$ cat config.mk
export PLATFORM = sky130hd
export DESIGN_NAME = sobel_edge_3x3_8bit
export DESIGN_NICKNAME = d
export VERILOG_FILES = /design/src/rtl/sobel_edge_3x3_8bit.sv
export SDC_FILE = /design/constraint.sdc
export NUM_CORES = 1
export LEC_CHECK = 0
export ABC_CLOCK_PERIOD_IN_PS = 4200
export CAP_MARGIN = 20
export CORE_MARGIN = 1.5
export CORE_UTILIZATION = 60
export DETAILED_ROUTE_END_ITERATION = 6
export PLACE_DENSITY = 0.89
export SYNTH_ARGS = -nofsm -noshare
export SYNTH_HDL_FRONTEND = slang
export SYNTH_SLANG_ARGS = --single-unit
export TNS_END_PERCENT = 10
$ cat constraint.sdc
create_clock -name clock -period 4.2 [get_ports clock]
set_clock_uncertainty 0.2 [all_clocks]
set_input_delay 0.42 -clock clock [delete_from_list [all_inputs] [get_ports clock]]
set_output_delay 0.42 -clock clock [all_outputs]
set_load 0.1 [all_outputs]
$ cat src/rtl/sobel_edge_3x3_8bit.sv
// -----------------------------------------------------------------------------
// sobel_edge_3x3_8bit
//
// Purpose:
//   3x3 Sobel edge detector for an 8-bit pixel stream. It builds a sliding
//   window from the two delayed-line taps of the line shift RAM plus the
//   current-line pixel, computes |Gx|+|Gy|, and thresholds the result into a
//   1-bit edge image. The frame sync signals are delayed by the same four
//   clocks as the data path so the output stream stays frame-aligned.
//
// Optional feature (macro SOBEL_GRAY_OUT_EN):
//   When defined, adds output post_img_gray carrying the magnitude saturated
//   to 8 bits (masked at the frame border). When undefined, that port and its
//   register do not exist and the bit path is unchanged.
//
// Parameters:
//   THRESH  edge threshold, bit = 1 when magnitude > THRESH (strict)
//   CNT_W   width of the column/row counters
//
// Ports:
//   clock             pixel clock, rising edge
//   rst_n             synchronous reset, active low
//   per_frame_vsync   input frame sync, active high
//   per_frame_href    input line valid, active high
//   per_frame_clken   input pixel valid strobe
//   row1_data         oldest line tap (two lines up)
//   row2_data         previous line tap (one line up)
//   row3_data         current line pixel
//   post_frame_vsync  vsync delayed 4 clocks
//   post_frame_href   href delayed 4 clocks
//   post_frame_clken  clken delayed 4 clocks
//   post_img_bit      edge decision for the window centre pixel
//   post_img_gray     saturated magnitude (SOBEL_GRAY_OUT_EN only)
// -----------------------------------------------------------------------------
module sobel_edge_3x3_8bit #(
   parameter logic [7:0]  THRESH = 8'd40,
   parameter int unsigned CNT_W  = 10
) (
   input  logic       clock,
   input  logic       rst_n,
   input  logic       per_frame_vsync,
   input  logic       per_frame_href,
   input  logic       per_frame_clken,
   input  logic [7:0] row1_data,
   input  logic [7:0] row2_data,
   input  logic [7:0] row3_data,
   output logic       post_frame_vsync,
   output logic       post_frame_href,
   output logic       post_frame_clken,
   output logic       post_img_bit
`ifdef SOBEL_GRAY_OUT_EN
   ,
   output logic [7:0] post_img_gray
`endif
);

   localparam logic [CNT_W-1:0] CNT_MAX = '1;
   localparam logic [CNT_W-1:0] CNT_ONE = CNT_W'(1);
   localparam logic [CNT_W-1:0] CNT_TWO = CNT_W'(2);

   // ---------------------------------------------------------------------
   // Frame / line bookkeeping
   // ---------------------------------------------------------------------
   logic             vs_q;
   logic             href_q;
   logic             vs_rise;
   logic             href_fall;
   logic             seen_q, seen_d;
   logic [CNT_W-1:0] col_q, col_d;
   logic [CNT_W-1:0] row_q, row_d;
   logic             win_ok_d;

   assign vs_rise   = per_frame_vsync & ~vs_q;
   assign href_fall = ~per_frame_href & href_q;

   // The row counter only advances once a vsync rising edge has been seen
   // since reset, so a mid-frame reset keeps the output masked until the
   // next frame starts.
   always_comb begin
      col_d  = col_q;
      row_d  = row_q;
      seen_d = seen_q;

      if (!per_frame_href) begin
         col_d = '0;
      end else if (per_frame_clken && (col_q != CNT_MAX)) begin
         col_d = col_q + CNT_ONE;
      end

      if (vs_rise) begin
         row_d  = '0;
         seen_d = 1'b1;
      end else if (href_fall && seen_q && (row_q != CNT_MAX)) begin
         row_d = row_q + CNT_ONE;
      end

      win_ok_d = (col_q >= CNT_TWO) && (row_q >= CNT_TWO);
   end

   always_ff @(posedge clock) begin
      if (!rst_n) begin
         vs_q   <= 1'b0;
         href_q <= 1'b0;
         seen_q <= 1'b0;
         col_q  <= '0;
         row_q  <= '0;
      end else begin
         vs_q   <= per_frame_vsync;
         href_q <= per_frame_href;
         seen_q <= seen_d;
         col_q  <= col_d;
         row_q  <= row_d;
      end
   end

   // ---------------------------------------------------------------------
   // S0: 3x3 window, shifts left on each pixel strobe
   // ---------------------------------------------------------------------
   logic [7:0] p11_q, p12_q, p13_q;
   logic [7:0] p21_q, p22_q, p23_q;
   logic [7:0] p31_q, p32_q, p33_q;
   logic       ok0_q;

   always_ff @(posedge clock) begin
      if (!rst_n) begin
         p11_q <= '0; p12_q <= '0; p13_q <= '0;
         p21_q <= '0; p22_q <= '0; p23_q <= '0;
         p31_q <= '0; p32_q <= '0; p33_q <= '0;
         ok0_q <= 1'b0;
      end else if (per_frame_clken) begin
         p11_q <= p12_q; p12_q <= p13_q; p13_q <= row1_data;
         p21_q <= p22_q; p22_q <= p23_q; p23_q <= row2_data;
         p31_q <= p32_q; p32_q <= p33_q; p33_q <= row3_data;
         ok0_q <= win_ok_d;
      end
   end

   // ---------------------------------------------------------------------
   // S1: signed gradients
   // ---------------------------------------------------------------------
   logic [9:0]         sxp_d, sxn_d, syp_d, syn_d;
   logic signed [10:0] gx_d, gy_d;
   logic signed [10:0] gx_q, gy_q;
   logic               ok1_q;

   always_comb begin
      sxp_d = {2'b00, p13_q} + {1'b0, p23_q, 1'b0} + {2'b00, p33_q};
      sxn_d = {2'b00, p11_q} + {1'b0, p21_q, 1'b0} + {2'b00, p31_q};
      syp_d = {2'b00, p31_q} + {1'b0, p32_q, 1'b0} + {2'b00, p33_q};
      syn_d = {2'b00, p11_q} + {1'b0, p12_q, 1'b0} + {2'b00, p13_q};
      gx_d  = $signed({1'b0, sxp_d}) - $signed({1'b0, sxn_d});
      gy_d  = $signed({1'b0, syp_d}) - $signed({1'b0, syn_d});
   end

   always_ff @(posedge clock) begin
      if (!rst_n) begin
         gx_q  <= '0;
         gy_q  <= '0;
         ok1_q <= 1'b0;
      end else begin
         gx_q  <= gx_d;
         gy_q  <= gy_d;
         ok1_q <= ok0_q;
      end
   end

   // ---------------------------------------------------------------------
   // S2: absolute values (|G| <= 1020 fits in 10 bits)
   // ---------------------------------------------------------------------
   logic [9:0] ax_d, ay_d;
   logic [9:0] ax_q, ay_q;
   logic       ok2_q;

   always_comb begin
      ax_d = gx_q[10] ? 10'(-gx_q) : 10'(gx_q);
      ay_d = gy_q[10] ? 10'(-gy_q) : 10'(gy_q);
   end

   always_ff @(posedge clock) begin
      if (!rst_n) begin
         ax_q  <= '0;
         ay_q  <= '0;
         ok2_q <= 1'b0;
      end else begin
         ax_q  <= ax_d;
         ay_q  <= ay_d;
         ok2_q <= ok1_q;
      end
   end

   // ---------------------------------------------------------------------
   // S3: magnitude, threshold, border mask
   // ---------------------------------------------------------------------
   logic [10:0] mag_d;
   logic        bit_d;
   logic        bit_q;

   always_comb begin
      mag_d = {1'b0, ax_q} + {1'b0, ay_q};
      bit_d = ok2_q && (mag_d > {3'b000, THRESH});
   end

   always_ff @(posedge clock) begin
      if (!rst_n) begin
         bit_q <= 1'b0;
      end else begin
         bit_q <= bit_d;
      end
   end

   assign post_img_bit = bit_q;

`ifdef SOBEL_GRAY_OUT_EN
   logic [7:0] gray_d;
   logic [7:0] gray_q;

   always_comb begin
      gray_d = '0;
      if (ok2_q) begin
         gray_d = (mag_d > 11'd255) ? 8'hFF : mag_d[7:0];
      end
   end

   always_ff @(posedge clock) begin
      if (!rst_n) begin
         gray_q <= '0;
      end else begin
         gray_q <= gray_d;
      end
   end

   assign post_img_gray = gray_q;
`else
   // Bit-only build: the magnitude is consumed solely by the threshold.
`endif

   // ---------------------------------------------------------------------
   // Sync delay lines, matched to the 4-stage data path
   // ---------------------------------------------------------------------
   logic [3:0] vs_dly_q;
   logic [3:0] href_dly_q;
   logic [3:0] clken_dly_q;

   always_ff @(posedge clock) begin
      if (!rst_n) begin
         vs_dly_q    <= '0;
         href_dly_q  <= '0;
         clken_dly_q <= '0;
      end else begin
         vs_dly_q    <= {vs_dly_q[2:0],    per_frame_vsync};
         href_dly_q  <= {href_dly_q[2:0],  per_frame_href};
         clken_dly_q <= {clken_dly_q[2:0], per_frame_clken};
      end
   end

   assign post_frame_vsync = vs_dly_q[3];
   assign post_frame_href  = href_dly_q[3];
   assign post_frame_clken = clken_dly_q[3];

endmodule
; ---- Word level (Yosys, flattened, before mapping)
; Cells that the tools add are included.
[word_totals]
ff_bits = 153
latch_bits = 0
ram_bits = 0
romBits = 0
output_inout_bits = 4
elab_cells = 59
memories = 0
[op_classes]
n_addsub = 15
n_mul = 0
div = 0
n_lt_le_gt_ge = 3
n_eq_ne = 2
shift = 0
mux = 2
n_bitwise = 5
n_reduce_logical = 7
[op_table]
columns = operator, n
row1 = $add 10x8->10, 4
row2 = $add 8x9->10, 4
row3 = $sub 10x10->11, 2
row4 = $add 10x1->10 const B, 2
row5 = $ge 10x2->1 const B, 2
row6 = $mux 10, 2
row7 = $ne 10x10->1 const B, 2
row8 = $neg 10->10, 2
row9 = $add 10x10->11, 1
row10 = $gt 11x6->1 const B, 1
row11 = $logic_and 1x1->1, 5
row12 = $not 1->1, 3
row13 = $and 1x1->1, 2
row14 = $reduce_and 2->1, 1
row15 = $reduce_or 2->1, 1

; ---- Depth between registers and ports, before layout
[logic_depth]
depth_word = 4
ltp_mapped = 15
ltp_nobuf = 15

; ---- Worst setup path before layout
; No wires, ideal clock.
[synth_timing]
kind = flip-flop to flip-flop
startpoint = register p11_q[2]
endpoint = register gx_q[9]
setup_time_ns = 0.128
t_arrival_ns = 3.470
required_ns = 3.872
path_slack_ns = 0.402
stages_incl_launch_ff = 14
path_buffers = 0
cell_sequence = dfxtp_1 -> inv_1 -> fa_1 -> fa_1 -> inv_1 -> fa_1 -> inv_1 -> fa_1 -> a21o_1 -> a21oi_1 -> o21ai_1 -> o41ai_1 -> xor2_1 -> nor2_1
[synth_between]
elab_chain_cells = 3
[synth_lines]
columns = item, line_no
row1 = start: declaration, 119  ; logic [7:0] p11_q, p12_q, p13_q;
row2 = start signal: assignment, 131  ; p11_q <= p12_q; p12_q <= p13_q; p13_q <= row1_data;
row3 = $add 8x9->10, 148  ; sxn_d = {2'b00, p11_q} + {1'b0, p21_q, 1'b0} + {2'b00, p31_q};
row4 = $add 10x8->10, 148
row5 = $sub 10x10->11, 151  ; gx_d = $signed({1'b0, sxp_d}) - $signed({1'b0, sxn_d});
row6 = end signal: assignment, 161  ; gx_q <= gx_d;
row7 = end: declaration, 143  ; logic signed [10:0] gx_q, gy_q;
; No other way between the ends.
; A chain may end at the register's enable or synchronous reset.

; ---- Worst setup path after layout
; Ends and elaborated chain as after synthesis.

==> results.md <==
* Pin count of the biggest net entering global routing at 52
* Number of routed nets with antenna violations at 0
* Internal portion of total power at 3.05 mW
* Path type of the worst min-delay path: flop to flop
* Total DRC errors in the routed layout at 0
* Final Setup Violations at 0
* Number of sinks handled by clock tree synthesis at 151
* Final weighted congestion in routability-driven placement at 0.809
* Part of the total power dissipated in combinational logic at 0.319
* # rows at 42
* CTS tree: built
* Num ports at 33
* Fill count at 900
* Data required time of the critical path at 4.28 ns
* Sequential fraction of the synthesis area at 0.369
* Top cells by area, synth: sky130_fd_sc_hd__dfxtp_1 (37%), sky130_fd_sc_hd__fa_1 (15%), sky130_fd_sc_hd__mux2i_1 (9.5%)
* Clk pwr share at 0.294
* Post-Synthesis Cells at 858
* Core footprint at 13300 um^2
* Most used flip-flop cell after synthesis: sky130_fd_sc_hd__dfxtp_1
* Vias in the first global route at 5636
* Max Clk Rate at 248 MHz
* End-of-flow core utilization at 0.694
* Flip-flop and latch count after synthesis at 151
* Number of buffers on the longest clock path at 2
* Shortest period the worst path allows at 4.04 ns
* Number of vias per cell at 5.18
* Starting Density at 0.617
* X dimension of the die at 120 um
* Post-route worst hold slack at 0.218 ns
* Number of unique standard cell types used by synthesis at 51
* Mean Syn Cell Area at 9.56 um^2
* Final standard cell area without fillers at 9220 um^2
* CP Class: flop to flop
* Non-filler cells, final at 1077
* Net count after synthesis at 990
* P_sw at 1.46 mW
* Leakage power total at 4.10 nW
* Sequential share of power at 0.387
* Final HPWL from detailed placement at 10500 um
* Status: finished clean
* Share of async-settable or async-resettable flops after synthesis at 0
* Area of the die at 14400 um^2
* Number of buffers added on ports at 32
* DP Area at 8680 um^2
* Mapped cell area at 8200 um^2
* Actual slew at the worst max-slew pin at 0.965 ns
* Starting DRC count in detailed routing at 346
* Detailed-route via count at 5578
* Number of iterations in the first detailed-routing pass at 5
* Warning count from the yosys run at 0
* Worst VDD drop at 0.000310 V
* Placed Instances at 1045
* Worst-path fanout max at 2
* Overall overflow remaining after global route at 0
* Final-report hold violation count at 0
* Buffer type at the clock tree root: sky130_fd_sc_hd__clkbuf_16
* H-tree levels at 4
* Final sum of negative setup slack at 0 ns
* Switching share of total power at 0.324
* Hold Buf Count CTS at 0
* Antenna violations before repair at 0
* Post-layout net count at 1021
* Total global routing track utilization at 0.218
* Count of flip-flops with a built-in enable after synthesis at 0
* CP Capture Type: flop
* Top cell type's share of synthesized area at 0.369
* Wire length of the first global-routing pass at 24900 um
* Endpoint arrival time on the critical path at 4.12 ns
* Routed len/inst at 13.7 um
* Biggest area consumer among synthesized cells: sky130_fd_sc_hd__dfxtp_1
* Max capacitance violation total at 0
* Area growth from synthesis to final layout at 12.4%
* Share of post-route cells with drive strength above 1 at 0.0566
* P per Cell Area at 489 nW/um^2
* Clock transition at the registers of the reported paths at 0.06 ns
* Number of buffers created by CTS at 17
* Final WL at 14800 um
* Type of element launching the critical path: flop
* Die outline height at 120 um
* Ant. Diodes at 0
* Slew Limit Headroom at 0.355
* Clock insertion delay at the later pin of the skew report at 0.42 ns
* Number of max-slew violations in the final report at 0
* Period Utilization, post-route at 0.962
logic make-up (layout without fill, tap and decap cells):
| kind of cell | after synthesis | count (layout) | share of synthesized area |
|---|---|---|---|
| xor+xnor | 44 | 44 | 0.0470 |
| fa+ha+maj | 103 | 103 | 0.215 |
| flops | 151 | 151 | 0.369 |
| buf+inv | 172 | 215 | 0.0796 |
| simple gates | 251 | 251 | 0.140 |
| mux | 78 | 78 | 0.0952 |
| compound gates | 59 | 59 | 0.0552 |
metrics by stage:
stage	power, mW	worst slack [ns]
finish	4.51	0.160
global route	4.80	-0.0139
CTS	4.50	0.00738
detailed placement	3.16	0.118
global placement	3.10	0.255
floorplan	2.86	0.402
power groups by stage:
stage / clock [mW] / sequential, mW / combinational [mW]
floorplan: 0 / 1.73 / 1.13
global placement: 0 / 1.77 / 1.33
detailed placement: 0 / 1.77 / 1.39
CTS: 1.35 / 1.74 / 1.41
global route: 1.41 / 1.77 / 1.62
finish: 1.33 / 1.75 / 1.44
final cells by class:
cell class	count	area, um^2	share of cell area
clock buffers	23	458	0.0497
clock inverters	8	52.6	0.00570
inverters	147	552	0.0598
multi-input cells	535	4550	0.493
flip-flops and latches	151	3020	0.328
well taps	176	220	0.0239
repair buffers	37	368	0.0399
path summary, 6_finish.rpt:
check	to	startpoint	cells past startpoint	slack, ns
min reg2reg	post_img_bit$_SDFF_PN0_	ok2_q$_SDFF_PN0_	2	0.22
max	gx_q[9]$_SDFF_PN0_	p11_q[2]$_SDFFE_PN0P_	13	0.16
max reg2reg	gx_q[9]$_SDFF_PN0_	p11_q[2]$_SDFFE_PN0P_	13	0.16
min	post_img_bit$_SDFF_PN0_	ok2_q$_SDFF_PN0_	2	0.22
critical path: stages, from the launching register on:
cell and delay (ns):
sky130_fd_sc_hd__dfxtp_1 0.33, sky130_fd_sc_hd__inv_1 0.10, sky130_fd_sc_hd__fa_1 0.51, sky130_fd_sc_hd__fa_1 0.56, sky130_fd_sc_hd__inv_1 0.06, sky130_fd_sc_hd__fa_1 0.53
sky130_fd_sc_hd__inv_1 0.07, sky130_fd_sc_hd__fa_1 0.47, sky130_fd_sc_hd__a21o_1 0.20, sky130_fd_sc_hd__a21oi_1 0.22, sky130_fd_sc_hd__o21ai_1 0.15, sky130_fd_sc_hd__o41ai_2 0.26
sky130_fd_sc_hd__xor2_1 0.18, sky130_fd_sc_hd__nor2_1 0.05
flip-flops by register name (all words and copies together) (netlist names), 4 cells and up:
name	flops
p33_q	8
clken_dly_q	4
p13_q	8
p23_q	8
gy_q	11
p32_q	8
p22_q	8
ax_q	10
p11_q	8
ay_q	10
p12_q	8
col_q	10
row_q	10
gx_q	11
p21_q	8
p31_q	8
href_dly_q	4
vs_dly_q	4
metal layers:
| metal | vias to the layer above | GRT usage | part of all wire |
|---|---|---|---|
| li1 | 2775 | - | - |
| met1 | 2674 | 0.265 | 0.43 |
| met2 | 103 | 0.378 | 0.52 |
| met3 | 26 | 0.0547 | 0.031 |
| met4 | 0 | 0.0766 | 0.020 |
| met5 | - | 0 | 0 |
cell usage after synthesis (all sizes together), types with 10 or more instances:
cell type	n
nor3	12
xnor2	20
buf	10
and2	24
xor2	24
dfxtp	151
inv	147
o21ai	12
clkbuf	15
ha	40
nor2	137
a21oi	10
fa	63
mux2i	78
nand2	36
cell usage in the layout, fill, tap and decap left out, types with 4 or more instances in the layout:
master and n:
sky130_fd_sc_hd__clkinv_2 4, sky130_fd_sc_hd__ha_1 40, sky130_fd_sc_hd__inv_1 144, sky130_fd_sc_hd__a21o_1 5, sky130_fd_sc_hd__clkbuf_16 17, sky130_fd_sc_hd__nor2_1 137
sky130_fd_sc_hd__nor3_1 12, sky130_fd_sc_hd__a31oi_1 5, sky130_fd_sc_hd__fa_1 63, sky130_fd_sc_hd__o31ai_1 4, sky130_fd_sc_hd__xnor2_1 20, sky130_fd_sc_hd__and2_1 24
sky130_fd_sc_hd__clkdlybuf4s50_1 31, sky130_fd_sc_hd__nand2b_1 4, sky130_fd_sc_hd__dfxtp_1 150, sky130_fd_sc_hd__o21ai_1 5, sky130_fd_sc_hd__nand2_1 36, sky130_fd_sc_hd__o21ai_0 6
sky130_fd_sc_hd__mux2i_1 78, sky130_fd_sc_hd__nor4_1 4, sky130_fd_sc_hd__or3_1 9, sky130_fd_sc_hd__nor2b_1 5, sky130_fd_sc_hd__xor2_1 24, sky130_fd_sc_hd__clkbuf_1 5
sky130_fd_sc_hd__a21oi_1 9, sky130_fd_sc_hd__nand3_1 6, sky130_fd_sc_hd__buf_4 5
repair_timing:
item,CTS,global route
buffers inserted,0,1
endpoints found under the setup margin,0,3
gates resized for setup,0,5
No activity file was read; power rests on OpenSTA's default activity.
